==> config.mk <==
export PLATFORM = sky130hd
export DESIGN_NAME = prb_et_ctrl
export DESIGN_NICKNAME = d
export VERILOG_FILES = /design/src/rtl/prb_pkg.sv /design/src/rtl/tzd.sv /design/src/rtl/prb_et_ctrl.sv
export SDC_FILE = /design/constraint.sdc
export NUM_CORES = 1
export LEC_CHECK = 0
export BUFFER_PORTS_ARGS = -buffer_cell sky130_fd_sc_hd__buf_4
export CAP_MARGIN = 15
export CORE_ASPECT_RATIO = 1.1
export CORE_UTILIZATION = 55
export DETAILED_ROUTE_END_ITERATION = 10
export PLACE_DENSITY = 0.9
export SLEW_MARGIN = 40
export SYNTH_ARGS = -nofsm -noshare
export SYNTH_HDL_FRONTEND = slang
export SYNTH_SLANG_ARGS = --single-unit
==> constraint.sdc <==
create_clock -name clk -period 3.4 [get_ports clk]
set_input_delay 0.17 -clock clk [delete_from_list [all_inputs] [get_ports clk]]
set_output_delay 0.17 -clock clk [all_outputs]
set_load 0.02 [all_outputs]
==> src/rtl/prb_pkg.sv <==
// Shared types and helpers for the progressive-precision early-termination controller.
// Holds the controller state encoding and the RNG index bit-reversal helper.
package prb_pkg;

    typedef enum logic {
        IDLE = 1'b0,
        RUN  = 1'b1
    } prb_state_t;

    localparam int PRB_MAXW = 32;

    // Reverses the low w bits of v; callers truncate the result to w bits.
    function automatic logic [PRB_MAXW-1:0] bitrev(input logic [PRB_MAXW-1:0] v, input int w);
        logic [PRB_MAXW-1:0] r;
        r = {<<{v}};
        return r >> (PRB_MAXW - w);
    endfunction

endpackage

==> src/rtl/tzd.sv <==
// Trailing-zero detector: index of the lowest set bit of vec, or W when vec is all zero.
module tzd #(
    parameter int W = 8
) (
    input  logic [W-1:0]             vec,
    output logic [$clog2(W+1)-1:0]   tz
);

    localparam int TZW = $clog2(W+1);

    // Scan from MSB down so the lowest set bit is the last one to win.
    always_comb begin
        tz = TZW'(W);
        for (int i = W - 1; i >= 0; i--) begin
            tz = vec[i] ? TZW'(i) : tz;
        end
    end

endmodule

==> src/rtl/prb_et_ctrl.sv <==
// Early-termination sequencer: derives the shortest exact stream length for an operand group
// and walks a bit-reversed RNG index over it, emitting one comparator bit per operand per beat.
module prb_et_ctrl
    import prb_pkg::*;
#(
    parameter int W = 8,
    parameter int N = 2
) (
    input  logic          clk,
    input  logic          rst_n,
    input  logic          in_valid,
    output logic          in_ready,
    input  logic [W-1:0]  Bxs [N-1:0],
    input  logic          abort,
    output logic          out_valid,
    input  logic          out_ready,
    output logic [N-1:0]  out_bits,
    output logic          out_last,
    output logic [W:0]    len,
    output logic [W-1:0]  cnt
);

    localparam int TZW = $clog2(W+1);

    prb_state_t         state_r;
    logic [W-1:0]       bx_q_r [N-1:0];
    logic [W-1:0]       cnt_r;
    logic [W:0]         len_r;

    logic [W-1:0]       or_s;
    logic [TZW-1:0]     tz_s;
    logic [W:0]         len_next_s;
    logic [W-1:0]       rng_s;
    logic               run_s;
    logic               last_s;

    // OR-reduce the incoming group; its trailing zeros set the exact stream length.
    always_comb begin
        or_s = {W{1'b0}};
        for (int j = 0; j < N; j++) begin
            or_s = or_s | Bxs[j];
        end
    end

    tzd #(.W(W)) u_tzd (
        .vec (or_s),
        .tz  (tz_s)
    );

    assign len_next_s = {{W{1'b0}}, 1'b1} << (TZW'(W) - tz_s);
    assign run_s      = (state_r == RUN);
    assign rng_s      = W'(bitrev(PRB_MAXW'(cnt_r), W));
    assign last_s     = run_s && ({1'b0, cnt_r} == (len_r - {{W{1'b0}}, 1'b1}));

    // Accept/run state machine with beat counter; len survives abort and completion.
    always_ff @(posedge clk or negedge rst_n) begin
        if (!rst_n) begin
            state_r <= IDLE;
            cnt_r   <= {W{1'b0}};
            len_r   <= {(W+1){1'b0}};
            for (int j = 0; j < N; j++) begin
                bx_q_r[j] <= {W{1'b0}};
            end
        end else begin
            case (state_r)
                IDLE: begin
                    if (in_valid) begin
                        bx_q_r  <= Bxs;
                        len_r   <= len_next_s;
                        cnt_r   <= {W{1'b0}};
                        state_r <= RUN;
                    end
                end
                RUN: begin
                    if (out_ready && last_s) begin
                        state_r <= IDLE;
                        cnt_r   <= {W{1'b0}};
                    end else if (abort) begin
                        state_r <= IDLE;
                        cnt_r   <= {W{1'b0}};
                    end else if (out_ready) begin
                        cnt_r   <= cnt_r + {{(W-1){1'b0}}, 1'b1};
                    end
                end
                default: begin
                    state_r <= IDLE;
                    cnt_r   <= {W{1'b0}};
                end
            endcase
        end
    end

    // Parallel comparators against the shared RNG value, forced low outside RUN.
    always_comb begin
        out_bits = {N{1'b0}};
        for (int j = 0; j < N; j++) begin
            out_bits[j] = run_s && (bx_q_r[j] > rng_s);
        end
    end

    assign in_ready  = !run_s;
    assign out_valid = run_s;
    assign out_last  = last_s;
    assign len       = len_r;
    assign cnt       = cnt_r;

endmodule

# Word-level counts from Yosys, hierarchy flattened
# Index checks and enable logic that the tools add are counted.
# op_classes
bitwise_logic,2
eq_ne,3
multipliers,0
add_sub_neg,3
div,0
magnitude_cmp,2
mux,17
n_shift,1
n_reduce_logical,7
# op_table
cell,n
$mux 4,8
$mux 8,4
$gt 8x8->1,2
$pmux 8 s2,1
$eq 8x9->1,1
$shl 1x4->9 const A,1
$sub 9x1->9 const B,1
$add 8x1->8 const B,1
$or 8x8->8,1
$logic_and 1x1->1,4
$ne 4x3->1 const B,1
$reduce_and 2->1,2
$sub 4x4->4 const A,1
$mux 1,3
$ne 2x2->1 const B,1
$pmux 1 s2,1
$logic_not 1->1,1
$not 1->1,1
# word_totals
latchBits,0
mem_bits_rw,0
ff_bits,34
mem_count,0
out_inout_bits,22
rom_bits,0

# Longest topological paths before layout
# depth
word_depth,11
mapped_depth,9

# Modules after synthesis
# Synthesis repeated with hierarchy kept, for this count alone.
# hier_totals
hier_cells,230
area_unflattened_um2,2333.5
# modules_own_cells
mod,area_each_um2,n_inst,cells_each
prb_et_ctrl,2247.2,1,216
tzd,86.3,1,14

# Worst setup path after synthesis
# Ideal clock, no wire load.
# synth_path
path_kind,flip-flop to flip-flop
from,"register len_r[0], in the netlist len[0]"
to,"register cnt_r[4], in the netlist cnt[4]"
slack_ns,0.611
arrival_ns,2.647
path_buffers,1
path_stages_with_launch,8
period_less_slack_ns,2.789
setup_time_ns,0.142
required_ns,3.258
cell_sequence,dfrtp_1 or4_1 or4b_1 and3_1 or4b_1 buf_2 o21ai_4 o311ai_1
# synth_between
elab_chain_cells,6
# synth_rtl
item,line_no,text
"start, declared",prb_et_ctrl.sv:28,logic [W:0] len_r;
"start signal, assigned",prb_et_ctrl.sv:60,len_r <= {(W+1){1'b0}};
"start signal, assigned",prb_et_ctrl.sv:69,len_r <= len_next_s;
$sub 9x1->9 *,prb_et_ctrl.sv:53,"assign last_s = run_s && ({1'b0, cnt_r} == (len_r - {{W{1'b0}}, 1'b1}));"
$eq 8x9->1 *,prb_et_ctrl.sv:53,
$logic_and 1x1->1 *,prb_et_ctrl.sv:53,
$logic_and 1x1->1 *,prb_et_ctrl.sv:75,if (out_ready && last_s) begin
$ne 4x3->1 (no line) / $mux 8 (equally long branches),--,
$reduce_and 2->1 (no line) / $pmux 8 s2 (equally long branches),--,
"end signal, assigned",prb_et_ctrl.sv:59,cnt_r <= {W{1'b0}};
"end signal, assigned",prb_et_ctrl.sv:77,cnt_r <= {W{1'b0}};
"end signal, assigned",prb_et_ctrl.sv:80,cnt_r <= {W{1'b0}};
"end, declared",prb_et_ctrl.sv:27,logic [W-1:0] cnt_r;
# Every way passes the cells marked *; elsewhere a longest branch is shown, timed or not.
# A chain may end at the register's enable or synchronous reset.

# Worst setup path after layout
# layout_path
from,"register len_r[0], in the netlist len[0]"
to,"register cnt_r[6], in the netlist cnt[6]"
# The elaborated chain is that of the path after synthesis.

==> metrics.md <==
| Metric | Value |
|---|---|
| Detail-routed via count per cell | `5.931` |
| Post-layout net count | `336` |
| Buffer levels on the longest clock path | `2` |
| Buffer type at the clock tree root | `sky130_fd_sc_hd__clkbuf_8` |
| Cts repair resizes | `0` |
| Worst min path class | `in2reg` |
| Dominant combinational cell family by area after synthesis | `simple AND/OR/NAND/NOR gates` |
| Post-placement worst setup slack | `0.4571 ns` |
| Seq cells post-synth | `34` |
| Number of unique standard cell types used by synthesis | `42` |
| Number of max-slew violations in the final report | `0` |
| Required time at the endpoint of the critical path | `3.56 ns` |
| Tightest hold margin | `0.08667 ns` |
| Post-CTS Hold Fix Bufs | `1` |
| Core area | `0.003712 mm^2` |
| Die Y | `68.18 um` |
| Sum of negative setup slack | `0 ns` |
| Xor/xnor cell area share of the yosys netlist | `4.000%` |
| Number of iterations in the first detailed-routing pass | `5` |
| Final worst path period share | `87.21%` |
| Number of warnings printed during yosys synthesis | `0` |
| # DRC | `0` |
| Crit path capture type | `register` |
| Clock network latency to the later pin of the worst-skew pair | `0.29 ns` |
| Number of enable-type register cells in the synthesized netlist | `0` |
| Effective utilization at floorplan | `58.98%` |
| Post-route ant nets | `0` |
| Maximum number of pins on one net before global-route repair | `35` |
| Leakage | `0.001292 uW` |
| Grt total ovfl | `0` |
| Setup repair after global routing missed its margin | `false` |
| Proportion of synthesized area in mux cells | `0%` |
| CTS clock-pin slew for the worst setup and hold paths | `0.07 ns` |
| Cell count after synthesis | `254` |
| # rows | `23` |
| Ant. Diodes | `0` |
| Most frequent cell after synthesis | `sky130_fd_sc_hd__nand2_1` |
| Overall power | `1106 uW` |
| Total via count in the routed design | `2052` |
| Clock Sink Count | `34` |
| Synthesized-area fraction occupied by ao, oa, aoi and oai cells | `18.17%` |
| Final worst path period need | `2.965 ns` |
| DR iter-0 viols | `190` |
| TritonCTS clock tree | `done` |
| Quantity of I/O buffers inserted on ports | `42` |
| Overall routing resource usage | `27.66%` |
| First-pass GRT wire length | `8.914 mm` |
| Worst setup path class | `reg2reg` |
| Basic-gate share of the synthesized area counting and, or, nand and nor cells | `24.51%` |
| Achievable Freq | `337.3 MHz` |
| Number of global-route vias before repair | `1954` |
| Initial antenna violation count | `0` |
| Post-Synth Adder-Cell Area | `10.29%` |
| Sequential-to-total area share from yosys stat | `38.86%` |
| Net count after synthesis | `293` |
| Final count of hold timing violations | `0` |
| Post-Route WL | `5.375 mm` |
| Number of buffers created by CTS | `5` |
| Max rail drop VDD | `0.3513 mV` |
| # H-tree levels | `2` |
| Die width | `62.16 um` |
| CP Data Arrival Time | `3.13 ns` |
| Critical Path Source | `len[0]$_DFFE_PN0P_` |
| Slew Limit Headroom | `48.68%` |
| Layout cells sized above 1 | `17.23%` |
| Final setup violation count | `0` |
| Result of the run | `finished, final reports clean` |
| Synth top cells by count | `sky130_fd_sc_hd__nand2_1 (56), sky130_fd_sc_hd__dfrtp_1 (34), sky130_fd_sc_hd__ha_1 (18)` |
| WL/cell | `15.53 um` |
| Post-synthesis area per instance | `8.620 um^2` |
| Main area contributors after synthesis | `sky130_fd_sc_hd__dfrtp_1 (39%), sky130_fd_sc_hd__ha_1 (10%), sky130_fd_sc_hd__nand2_1 (9.6%)` |
| Asr flop ratio synth | `100.0%` |
| Start point of the worst min-delay path | `Bxs[1]` |
| Final weighted congestion of routability-driven global placement | `0.8703` |
| Kind of start point of the critical path | `register` |
| Post-detail-place hpwl | `4.017 mm` |
| Most common flop cell mapped by yosys | `sky130_fd_sc_hd__dfrtp_1` |
| Number of setup buffers added after CTS | `0` |
| Pwr dens | `418.6 mW/mm^2` |
| Worst Max-Slew Pin Slew | `0.7679 ns` |
| Final setup skew | `0.003437 ns` |
| Combined area of all synthesized cells | `0.002190 mm^2` |
| Crit Path Max Fanout | `8` |
| Die Footprint | `0.004238 mm^2` |
| Number of max-cap violations | `0` |
| Top-level I/O count | `43` |
| Final worst slack | `0.4349 ns` |
| Most area-hungry cell type in the Yosys netlist | `sky130_fd_sc_hd__dfrtp_1` |
| Synthesis-to-layout area growth | `20.69%` |
| Reg2Reg Launch Point | `len[0]$_DFFE_PN0P_` |
| Fraction of post-synthesis cell area in the top cell type by area | `38.86%` |
-- cells in the final DEF, fill, tap and decap left out, types with 5 or more instances in the layout --
cell                        n
sky130_fd_sc_hd__o311ai_1   6
sky130_fd_sc_hd__inv_1     16
sky130_fd_sc_hd__xnor2_1    6
sky130_fd_sc_hd__a22oi_1    5
sky130_fd_sc_hd__nor2_1    16
sky130_fd_sc_hd__a21o_1     5
sky130_fd_sc_hd__buf_4     43
sky130_fd_sc_hd__nand2_1   56
sky130_fd_sc_hd__o21ai_0    8
sky130_fd_sc_hd__a21oi_1    7
sky130_fd_sc_hd__dfrtp_1   34
sky130_fd_sc_hd__clkbuf_8   6
sky130_fd_sc_hd__ha_1      18
sky130_fd_sc_hd__and3_1     5
sky130_fd_sc_hd__nand3_1    8
-- stage by stage --
step                      area (um^2)  utilization, %  instances
after global placement           2544           68.52        339
final                            2643           71.18        346
after floorplan                  2190               -        254
after detailed placement         2544           68.52        339
after CTS                        2636           71.01        346
after global routing             2643           71.18        346
-- kinds of logic (layout without fill, tap and decap cells) --
kind of cell / count (synthesis) / count (layout)
buffers and inverters: 24 / 66
adder cells (fa/ha/maj): 18 / 18
AO/OA/AOI/OAI: 54 / 54
XOR/XNOR: 10 / 10
AND/OR/NAND/NOR: 114 / 114
flip-flops: 34 / 34
-- flip-flops by register name (all words and copies together) (netlist names) --
register / cells
bx_q_r: 16
len: 9
cnt: 8
out_valid: 1
-- per-layer routing --
layer,wire [um],track usage [%]
met5,0,0
met4,85,11.05
met3,209,5.667
met2,2771,52.61
met1,2309,30.78
-- worst max-delay path, cell delays in order, from the launching register on --
cell                       delay [ns]
sky130_fd_sc_hd__dfrtp_1         0.44
sky130_fd_sc_hd__or4_1           0.58
sky130_fd_sc_hd__or4b_1          0.51
sky130_fd_sc_hd__and3_1          0.20
sky130_fd_sc_hd__or4b_1          0.66
sky130_fd_sc_hd__o21ai_4         0.31
sky130_fd_sc_hd__o311ai_1        0.14
-- path summary, 6_finish.rpt --
check / slack, ns / cells past startpoint / endpoint
hold reg to reg: 0.48 / 2 / bx_q_r[11]$_DFFE_PN0P_
setup reg to reg: 0.43 / 6 / cnt[6]$_DFFE_PN0P_
setup / recovery: 0.43 / 6 / cnt[6]$_DFFE_PN0P_
min in group asynchronous: 0.36 / 2 / cnt[1]$_DFFE_PN0P_
max in group asynchronous: 2.72 / 2 / bx_q_r[10]$_DFFE_PN0P_
hold / removal: 0.09 / 3 / bx_q_r[1]$_DFFE_PN0P_
-- area by class of cell --
cell class	instances	area, um^2
inverter	16	60.06
fill	293	1070
multi-input combinational	196	1254
tap	50	62.56
clock buffer	6	82.58
timing repair buffer	44	332.8
sequential	34	850.8
-- report_power, final --
group	internal (uW)	switching (uW)
Combinational	136	173
Clock	156	146
Sequential	453	41.6
Total	745	361
Power figures use the tool's default switching activity.
